==> src/rtl/cla_serial_add_seq.sv <==
`default_nettype none
// ============================================================================
// cla_serial_add_seq : 32-bit adder that reuses one SLICE-bit CLA per cycle,
//                      LSB slice first, with valid/ready in and out.
// Revision 1.0
// ============================================================================
module cla_serial_add_seq #(
    parameter int WIDTH = 32,
    parameter int SLICE = 4
) (
    input  logic             clk,
    input  logic             rst_n,
    input  logic             in_valid,
    output logic             in_ready,
    input  logic [WIDTH-1:0] A,
    input  logic [WIDTH-1:0] B,
    input  logic             cin,
    output logic             out_valid,
    input  logic             out_ready,
    output logic [WIDTH-1:0] sum,
    output logic             cout,
    output logic             busy
);

    localparam int c_NSLICE = WIDTH / SLICE;
    localparam int c_KW     = (c_NSLICE > 1) ? $clog2(c_NSLICE) : 1;
    localparam logic [c_KW-1:0] c_KLAST = c_KW'(c_NSLICE - 1);

    typedef enum logic [1:0] {
        IDLE = 2'd0,
        RUN  = 2'd1,
        DONE = 2'd2
    } state_t;

    state_t            state_q, state_d;
    logic [WIDTH-1:0]  a_q, a_d;
    logic [WIDTH-1:0]  b_q, b_d;
    logic [WIDTH-1:0]  sum_q, sum_d;
    logic              carry_q, carry_d;
    logic              cout_q, cout_d;
    logic [c_KW-1:0]   k_q, k_d;

    logic [SLICE-1:0]  w_a_sl;
    logic [SLICE-1:0]  w_b_sl;
    logic [SLICE-1:0]  w_slice_sum;
    logic              w_slice_cout;

    assign w_a_sl = a_q[k_q*SLICE +: SLICE];
    assign w_b_sl = b_q[k_q*SLICE +: SLICE];

    // Each carry is a flat sum-of-products of generates/propagates, not a ripple.
    always_comb begin : p_cla
        logic [SLICE-1:0] g;
        logic [SLICE-1:0] p;
        logic [SLICE:0]   c;
        logic             prod;
        g    = w_a_sl & w_b_sl;
        p    = w_a_sl ^ w_b_sl;
        c    = '0;
        prod = 1'b0;
        c[0] = carry_q;
        for (int i = 0; i < SLICE; i++) begin
            c[i+1] = g[i];
            prod   = p[i];
            for (int j = i - 1; j >= 0; j--) begin
                c[i+1] = c[i+1] | (prod & g[j]);
                prod   = prod & p[j];
            end
            c[i+1] = c[i+1] | (prod & carry_q);
        end
        w_slice_sum  = p ^ c[SLICE-1:0];
        w_slice_cout = c[SLICE];
    end

    always_comb begin
        state_d = state_q;
        a_d     = a_q;
        b_d     = b_q;
        sum_d   = sum_q;
        carry_d = carry_q;
        cout_d  = cout_q;
        k_d     = k_q;
        case (state_q)
            IDLE: begin
                if (in_valid) begin
                    a_d     = A;
                    b_d     = B;
                    carry_d = cin;
                    k_d     = '0;
                    state_d = RUN;
                end
            end
            RUN: begin
                sum_d[k_q*SLICE +: SLICE] = w_slice_sum;
                carry_d = w_slice_cout;
                k_d     = k_q + 1'b1;
                if (k_q == c_KLAST) begin
                    cout_d  = w_slice_cout;
                    state_d = DONE;
                end
            end
            DONE: begin
                if (out_ready) begin
                    state_d = IDLE;
                end
            end
            default: state_d = IDLE;
        endcase
    end

    always_ff @(posedge clk or negedge rst_n) begin
        if (!rst_n) begin
            state_q <= IDLE;
            a_q     <= '0;
            b_q     <= '0;
            sum_q   <= '0;
            carry_q <= 1'b0;
            cout_q  <= 1'b0;
            k_q     <= '0;
        end else begin
            state_q <= state_d;
            a_q     <= a_d;
            b_q     <= b_d;
            sum_q   <= sum_d;
            carry_q <= carry_d;
            cout_q  <= cout_d;
            k_q     <= k_d;
        end
    end

    assign in_ready  = (state_q == IDLE);
    assign busy      = (state_q != IDLE);
    assign out_valid = (state_q == DONE);
    assign sum       = sum_q;
    assign cout      = cout_q;

endmodule
`default_nettype wire

==> config.mk <==
export PLATFORM = sky130hd
export DESIGN_NAME = cla_serial_add_seq
export DESIGN_NICKNAME = d
export VERILOG_FILES = /design/src/rtl/cla_serial_add_seq.sv
export SDC_FILE = /design/constraint.sdc
export NUM_CORES = 1
export LEC_CHECK = 0
export BUFFER_PORTS_ARGS = -buffer_cell sky130_fd_sc_hd__buf_2
export CORE_AREA = 2 2 120 122
export CTS_CLUSTER_DIAMETER = 80
export DETAILED_ROUTE_END_ITERATION = 16
export DIE_AREA = 0 0 122 124
export GPL_TIMING_DRIVEN = 0
export PLACE_DENSITY = 0.57
export SYNTH_ARGS = -nofsm -noshare
export SYNTH_HDL_FRONTEND = slang
export SYNTH_SLANG_ARGS = --single-unit
==> constraint.sdc <==
create_clock -name clk -period 3.36 [get_ports clk]
set_clock_uncertainty 0.05 [all_clocks]
set_input_delay 0.504 -clock clk [delete_from_list [all_inputs] [get_ports clk]]
set_output_delay 0.504 -clock clk [all_outputs]
set_load 0.02 [all_outputs]
==> metrics list, run 1 <==
- EDFF count, synth: 0
- Clock tree synthesis selected as its root buffer the cell clkbuf_16.
- The H-tree was split into 3 levels.
* Die span in y: 124 um
- The number of different library cells used by synthesis comes to 41.
- Number of setup violations in the final report: 0
- The first global-routing pass estimated 16.9 mm of wire.
- The average instance in the mapped netlist occupies 14.1 um2.
- The share of the Yosys chip area taken by registers is 53.9%.
* Number of antenna violations at the first check in global routing: 0
- After clock tree synthesis, the flow added hold-fix buffers numbering 0.
* Signal arrival time at the worst endpoint: 3.27 ns
- The final layout contains routed wiring with a total length of 10.6 mm.
- In this run the remaining antenna-violating nets after routing total 0.
* Routability cong.: 0.768
* Worst-Skew Late Latency: 0.34 ns
* Status: finished, final reports clean
- In the routed layout, each cell is associated on average with a via count of 4.85.
- Total standard cell area after synthesis: 4780 um2
- Logic gate share of total power: 51.8%
* Proportion of power drawn by the clock network: 15.9%
- Power density normalized to cell area: 1120 nW/um2
- Number of port buffers: 104
- STA classifies the critical path endpoint as a flip-flop.
- For this block, the initial DRC count from the detailed router was 73.
- The tool flagged a number of max-cap violations equal to 0.
- Number of vias after detailed routing: 3099
* Initial Util: 34.8%
* Clk sink count: 103
- Critical Path Source Type: flip-flop
* Die area: 15100 um2
- Buffers inserted during clock tree synthesis total 9.
- After synthesis, the share of flip-flops with an asynchronous set or reset is 100%.
- Summed over all layers, the global routing overflow is 0.
* Most frequent standard cell in the layout excluding fill and tap cells: buf_2
* Top library cells by usage in the layout, fill and taps aside: buf_2 (108), dfrtp_1 (103), mux2_2 (75)
- At the pin with the least slew margin, the transition time is 0.624 ns.
- Setup TNS Final: 0 ns
- Standard-cell row count: 43
* P&R area growth vs syn: 22.8%
- Overall Power: 6570 uW
- DRC violations left: 0
- Standard cell core area: 13700 um2
* List of cells traversed by the critical path: buf_2 > buf_2 > mux4_2 > nand2_1 > nand2_1 > fa_1 > xnor2_1 > nor2_1 > mux2_2
* Simple-Gate Fraction of Synth Area: 7.85%
- For this run, the top clock speed supported by timing is 0.323 GHz.
* Number of pins exceeding their max-slew limit in the final report: 0
* Cell type of the slowest stage on the worst timing path: dfrtp_1
- The worst register-to-register path has a depth of 9.
- Yosys warns: 0
* Vias in the first global route: 3231
- VDD sags by at most 0.697 mV.
- Period Utilization, post-route: 92.1%
* Top_reg_cell synth: dfrtp_1
- Overall fraction of global-route tracks in use: 14.9%
- At the worst endpoint, the required time is 3.54 ns.
- Leakage power: 0.00279 uW
- The count of endpoints failing hold in the final timing report was 0.
- Ports: 105
* Fraction of synthesized cell area in xor and xnor cells: 0.916%
* Post-detailed-route wirelength per cell: 16.6 um
- Along the worst path, the maximum fanout reaches 10.
- Share of synthesized area spent on multiplexers: 26.7%
- For this run, the slowest stage of the critical path takes 0.41 ns.
* Nets in the synthesized netlist: 420
- In this run the power spent charging and discharging nets is 2560 uW.
* Final period demand of the worst path: 3.10 ns
* # nets final: 536
- Maximum number of pins on one net before global-route repair: 58
* Post-Synthesis Cells: 339
* Maximum count of clock buffers along a single path: 2
* Critical path type: flip-flop to flip-flop
* Number of optimization iterations in the first detailed-route pass: 6
- Number of diodes: 0
* Capture point of the worst reg-to-reg path: sum[21]
- Buffers added to address setup during post-CTS repair amount to 0.
- Clock tree from TritonCTS: built
- After synthesis, the largest family of logic cells by area is multiplexers.
- Width of the die: 122 um
- Slack of the worst reg-to-reg path: 0.26 ns
* Internal power: 4010 uW
- Hpwl dp: 8.17 mm
- The synthesized netlist devotes 3.30% of its cell area to adder and majority cells.
- Setup repair after global routing missed its margin: no
* Startpoint of the worst-slack reg-to-reg timing path: k_q[1]
* Sequential Power Share: 32.3%
- Clk slew on worst S/H paths: 0.07 ns
* Flop and latch count out of synthesis: 103
- The min-delay analysis places its worst path in the category primary input to asynchronous set/reset pin.
- In this run switching power makes up 39.0% of total power.
- Cells with a size suffix above 1 make up 51.9% of the layout.
- Fraction of the mapped netlist area in compound gates: 4.40%
* Max-Slew Margin vs Limit: 58.4%
worst max path at each step:
stage	slack, ns	end	start	cells after the start
3_5_place_dp	0.06	sum[18]	k_q[1]	10
6_report	0.26	sum[21]	k_q[1]	9
4_1_cts	0.04	sum[18]	k_q[1]	10
5_1_grt	0.05	sum[19]	k_q[1]	10
2_1_floorplan	0.69	carry_q	k_q[0]	10
3_3_place_gp	0.15	sum[2]	k_q[1]	10
area by class of cell:
cell class                 instances  area (um2)
buffer                            15         115
clock buffer                      12         256
clock inverter                     3        42.5
fill                            1326        7850
inverter                           7        26.3
multi-input combinational        214        2080
sequential                       103        2580
tap                              180         225
timing repair buffer             105         551
cell usage after synthesis, types with 3 or more instances:
master     count  share of area (%)
nor2_1        11               0.86
and2_1         3               0.39
o2bb2ai_1      6                1.1
a22o_1         8                1.5
inv_1          6               0.47
mux2_4         4                1.3
buf_2          5               0.52
mux4_2        16                7.5
buf_6          6                1.4
dfrtp_1      103                 54
nand2_1       33                2.6
mux2_2        75                 18
xnor2_1        4               0.73
ha_1          11                2.9
o21ai_0        9               0.94
nand3_1        4               0.42
nand4_1        4               0.52
through the flow:
stage               cell area (um2)  setup WS [ns]  util [%]  hold WS [ns]  cells
floorplan                      4780          0.690         -         0.158    339
global placement               5530          0.149      40.3         0.406    623
detailed placement             5560         0.0620      40.5         0.422    624
CTS                            5860         0.0432      42.7         0.137    639
global route                   5870         0.0548      42.8         0.163    639
finish                         5870          0.265      42.8         0.117    639
sequential cells by signal, indices dropped and copies added, names as in the netlist:
signal / cells
k_q: 3
carry_q: 1
a_q: 32
state_q: 2
cout: 1
sum: 32
b_q: 32
logic make-up after synthesis:
group           after synthesis
fa+ha+maj                    12
mux                          96
simple gates                 73
compound gates               28
buf+inv                      22
xor+xnor                      5
flops                       103
routing by layer:
layer / global-route usage (%) / vias up / wire length, um
met3: 4.90 / 7 / 689
met1: 19.8 / 1560 / 4870
met4: 3.45 / 0 / 87
met5: 0 / - / 0
li1: - / 1455 / -
met2: 23.9 / 77 / 4970
power by group through the flow:
stage	Sequential [uW]	Combinational, uW	Clock (uW)
final	2120	3400	1040
after global routing	2200	3750	1140
after CTS	2130	3380	1080
after detailed placement	2150	3380	0
after global placement	2120	3310	0
after floorplan	2230	2300	0
critical path: cells and delay by family (launching register included):
| family | cells | cell delay (ns) |
|---|---|---|
| adder cells (fa/ha/maj) | 1 | 0.41 |
| XOR/XNOR | 1 | 0.40 |
| AND/OR/NAND/NOR | 3 | 0.33 |
| multiplexers | 2 | 0.67 |
| buffers and inverters | 2 | 0.69 |
| flip-flops | 1 | 0.41 |
repair_timing:
action,in CTS,in global routing
endpoints found under the setup margin,0,8
hold endpoints to repair,0,0
resized for setup,0,2
Power figures use the tool's default switching activity.
==> run 2, diff against run 1 <==
--- a/config.mk
+++ b/config.mk
@@ -6,10 +6,10 @@
 export NUM_CORES = 1
 export LEC_CHECK = 0
 export BUFFER_PORTS_ARGS = -buffer_cell sky130_fd_sc_hd__buf_2
-export CORE_AREA = 2 2 120 122
+export CORE_AREA = 2 2 127 116
 export CTS_CLUSTER_DIAMETER = 80
 export DETAILED_ROUTE_END_ITERATION = 16
-export DIE_AREA = 0 0 122 124
+export DIE_AREA = 0 0 129 118
 export GPL_TIMING_DRIVEN = 0
 export PLACE_DENSITY = 0.57
 export SYNTH_ARGS = -nofsm -noshare
==> run 2 against run 1 <==
  * Critical path depth increased by 1
  * Sequential power hardly changed
  * Non-clock buffer count is the same
  * Count of clock-buffer cells in the layout decreased by 1
  * First-iteration DRC count is 32% higher
  * Total power rose by 1.6%
  * Combinational power increased by 4%
  * Via count is 0.32% lower
  * Die area increased by 0.62%
  * Core utilization shrank 0.53 points
==> metrics list, run 2 (synthesis gave the netlist of run 1 again) <==
* Status: finished, final reports clean
* Signal arrival time at the worst endpoint: 3.30 ns
- Measured along the y axis, the die boundary spans 118 um.
- In the layout the commonest cells are buf_2 (108), dfrtp_1 (103), mux2_2 (75).
* Level count of the clock H-tree: 3
- In this run the power density over the cells is 1140 nW/um2.
* Leakage power: 0.00278 uW
- The via count of the first global-routing pass is 3318.
* Setup ws final: 0.244 ns
- The count of endpoints failing hold in the final timing report was 0.
* P&R area growth vs syn: 22.9%
* Period Utilization, post-route: 92.7%
- Most frequent standard cell in the layout excluding fill and tap cells: buf_2
- Once the clock tree was built, the resizer swapped 0 gates to a different size.
* Fraction of layout instances using a drive strength above 1: 51.9%
- After routing the design area is 5880 um2.
- Maximum fanout count along the critical path: 10
- The worst setup path is captured at a flip-flop.
- Before antenna repair, the detailed router went through 4 iterations.
- After detailed routing, the number of remaining DRC violations is 0.
* Die area: 15200 um2
* Critical Path Source Type: flip-flop
* Post-detailed-route wirelength per cell: 16.6 um
- # nets final: 536
- Setup total negative slack on the finished layout was measured at 0 ns.
* Ports: 105
- The detail route stage leaves a number of antenna-violating nets equal to 0.
* Standard cell core area: 13900 um2
- TritonCTS built the clock tree.
- After layout, the minimum clock period comes to 3.12 ns.
- IR analysis of the VDD net gives a maximum drop of 0.602 mV.
* Cell family contributing the most delay on the critical path: compound AO/OA/AOI/OAI gates
- The floorplan has 41 rows.
- Measured against its own limit, the worst slew margin works out to 61.1%.
- The placed instances occupy a cell area of 5570 um2.
- Final wirelength: 10.8 mm
- Setup repair after global routing left no endpoint under its margin.
- Counting stages on the worst path, the most repeated cell is nand2_1.
- Number of DRC markers in iteration 0: 96
- CTS Hold Bufs: 0
* Initial Util: 34.4%
- Number of pins exceeding their max-slew limit in the final report: 0
- Clk sink count: 103
* Buffering stage count on the worst path with inverters included: 2
* Timing-limited maximum frequency: 0.321 GHz
* DP Worst Slack: 0.0744 ns
- Overall fraction of global-route tracks in use: 15.3%
* Critical path type: flip-flop to flip-flop
- Number of setup violations in the final report: 0
- The path class of the tightest hold or removal check is primary input to asynchronous set/reset pin.
- The first global-routing pass estimated 17.7 mm of wire.
- Num CTS Buffers: 9
- Input and output buffers added on the ports amount to 104.
- Clock tree synthesis selected as its root buffer the cell clkbuf_16.
- The number of setup buffers added after CTS is 0.
- Among all stages on the critical path, the largest delay is contributed by mux4_2.
- Measured along the x axis, the die boundary spans 129 um.
- Hpwl dp: 8.12 mm
- Number of vias after detailed routing: 3089
- Maximum number of pins on one net before global-route repair: 61
* Delay of the slowest cell on the worst path: 0.59 ns
- Using the TritonRoute via totals, the vias-per-cell ratio works out to 4.74.
- Number of antenna violations at the first check in global routing: 1
* Grt ovf: 0
- Clk slew on worst S/H paths: 0.07 ns
- At the later pin of the worst-skew pair, clock insertion delay measures 0.35 ns.
- Across the run, the number of max-cap violations was 0.
- The repair_antennas step left the layout with diodes totalling 0.
- Routability cong.: 0.784
- Data required time at the worst endpoint: 3.54 ns
- Maximum count of clock buffers along a single path: 2
- List of cells traversed by the critical path: buf_6 > buf_2 > mux4_2 > nand2_1 > nand2_1 > ha_1 > a211oi_1 > o21ba_2 > o21bai_1 > a221o_1
- For the pin with the worst max-slew slack, the measured transition is 0.583 ns.
==> run 2: cell count changes in the layout (fill, tap and decap cells not counted), sizes merged <==
cell / previous run / this run
clkbuf: 14 / 13
clkinv: 2 / 3
==> run 2: per-layer routing <==
| metal | wire length, um | GRT usage, % | part of all wire, % |
|---|---|---|---|
| met3 | 733 | 6.00 | 6.8 |
| met1 | 4880 | 19.9 | 45 |
| met5 | 0 | 0 | 0 |
| met2 | 5110 | 24.0 | 47 |
| met4 | 118 | 3.67 | 1.1 |
==> run 2: final cells by class <==
class	count	area [um2]
inverter	7	26.3
multi-input combinational	214	2080
sequential	103	2580
clock buffer	11	233
timing repair buffer	105	551
clock inverter	4	47.5
tap	193	241
buffer	15	115
fill	1309	8030
==> run 2: report_power, final <==
group | internal (uW) | switching, uW | total [uW]
Sequential | 1810 | 304 | 2120
Combinational | 1610 | 1920 | 3540
Clock | 571 | 444 | 1020
==> run 2: metrics by stage <==
step / util [%] / hold WS [ns] / power, uW / std cells
floorplan: - / 0.158 / 4530 / 339
global placement: 39.9 / 0.406 / 5510 / 636
detailed placement: 40.1 / 0.415 / 5610 / 637
CTS: 42.1 / 0.123 / 6640 / 652
global route: 42.3 / 0.143 / 7180 / 652
finish: 42.3 / 0.108 / 6670 / 652
==> run 2: final timing paths <==
path / startpoint / endpoint / slack, ns / depth (start not counted)
setup / recovery: k_q[0] / carry_q / 0.24 / 10
hold reg to reg: sum[18] / sum[18] / 0.42 / 2
min in group clk: out_ready / state_q[1] / 0.31 / 2
hold / removal: rst_n / sum[3] / 0.11 / 1
setup reg to reg: k_q[0] / carry_q / 0.24 / 10
max in group asynchronous: rst_n / b_q[4] / 2.46 / 2
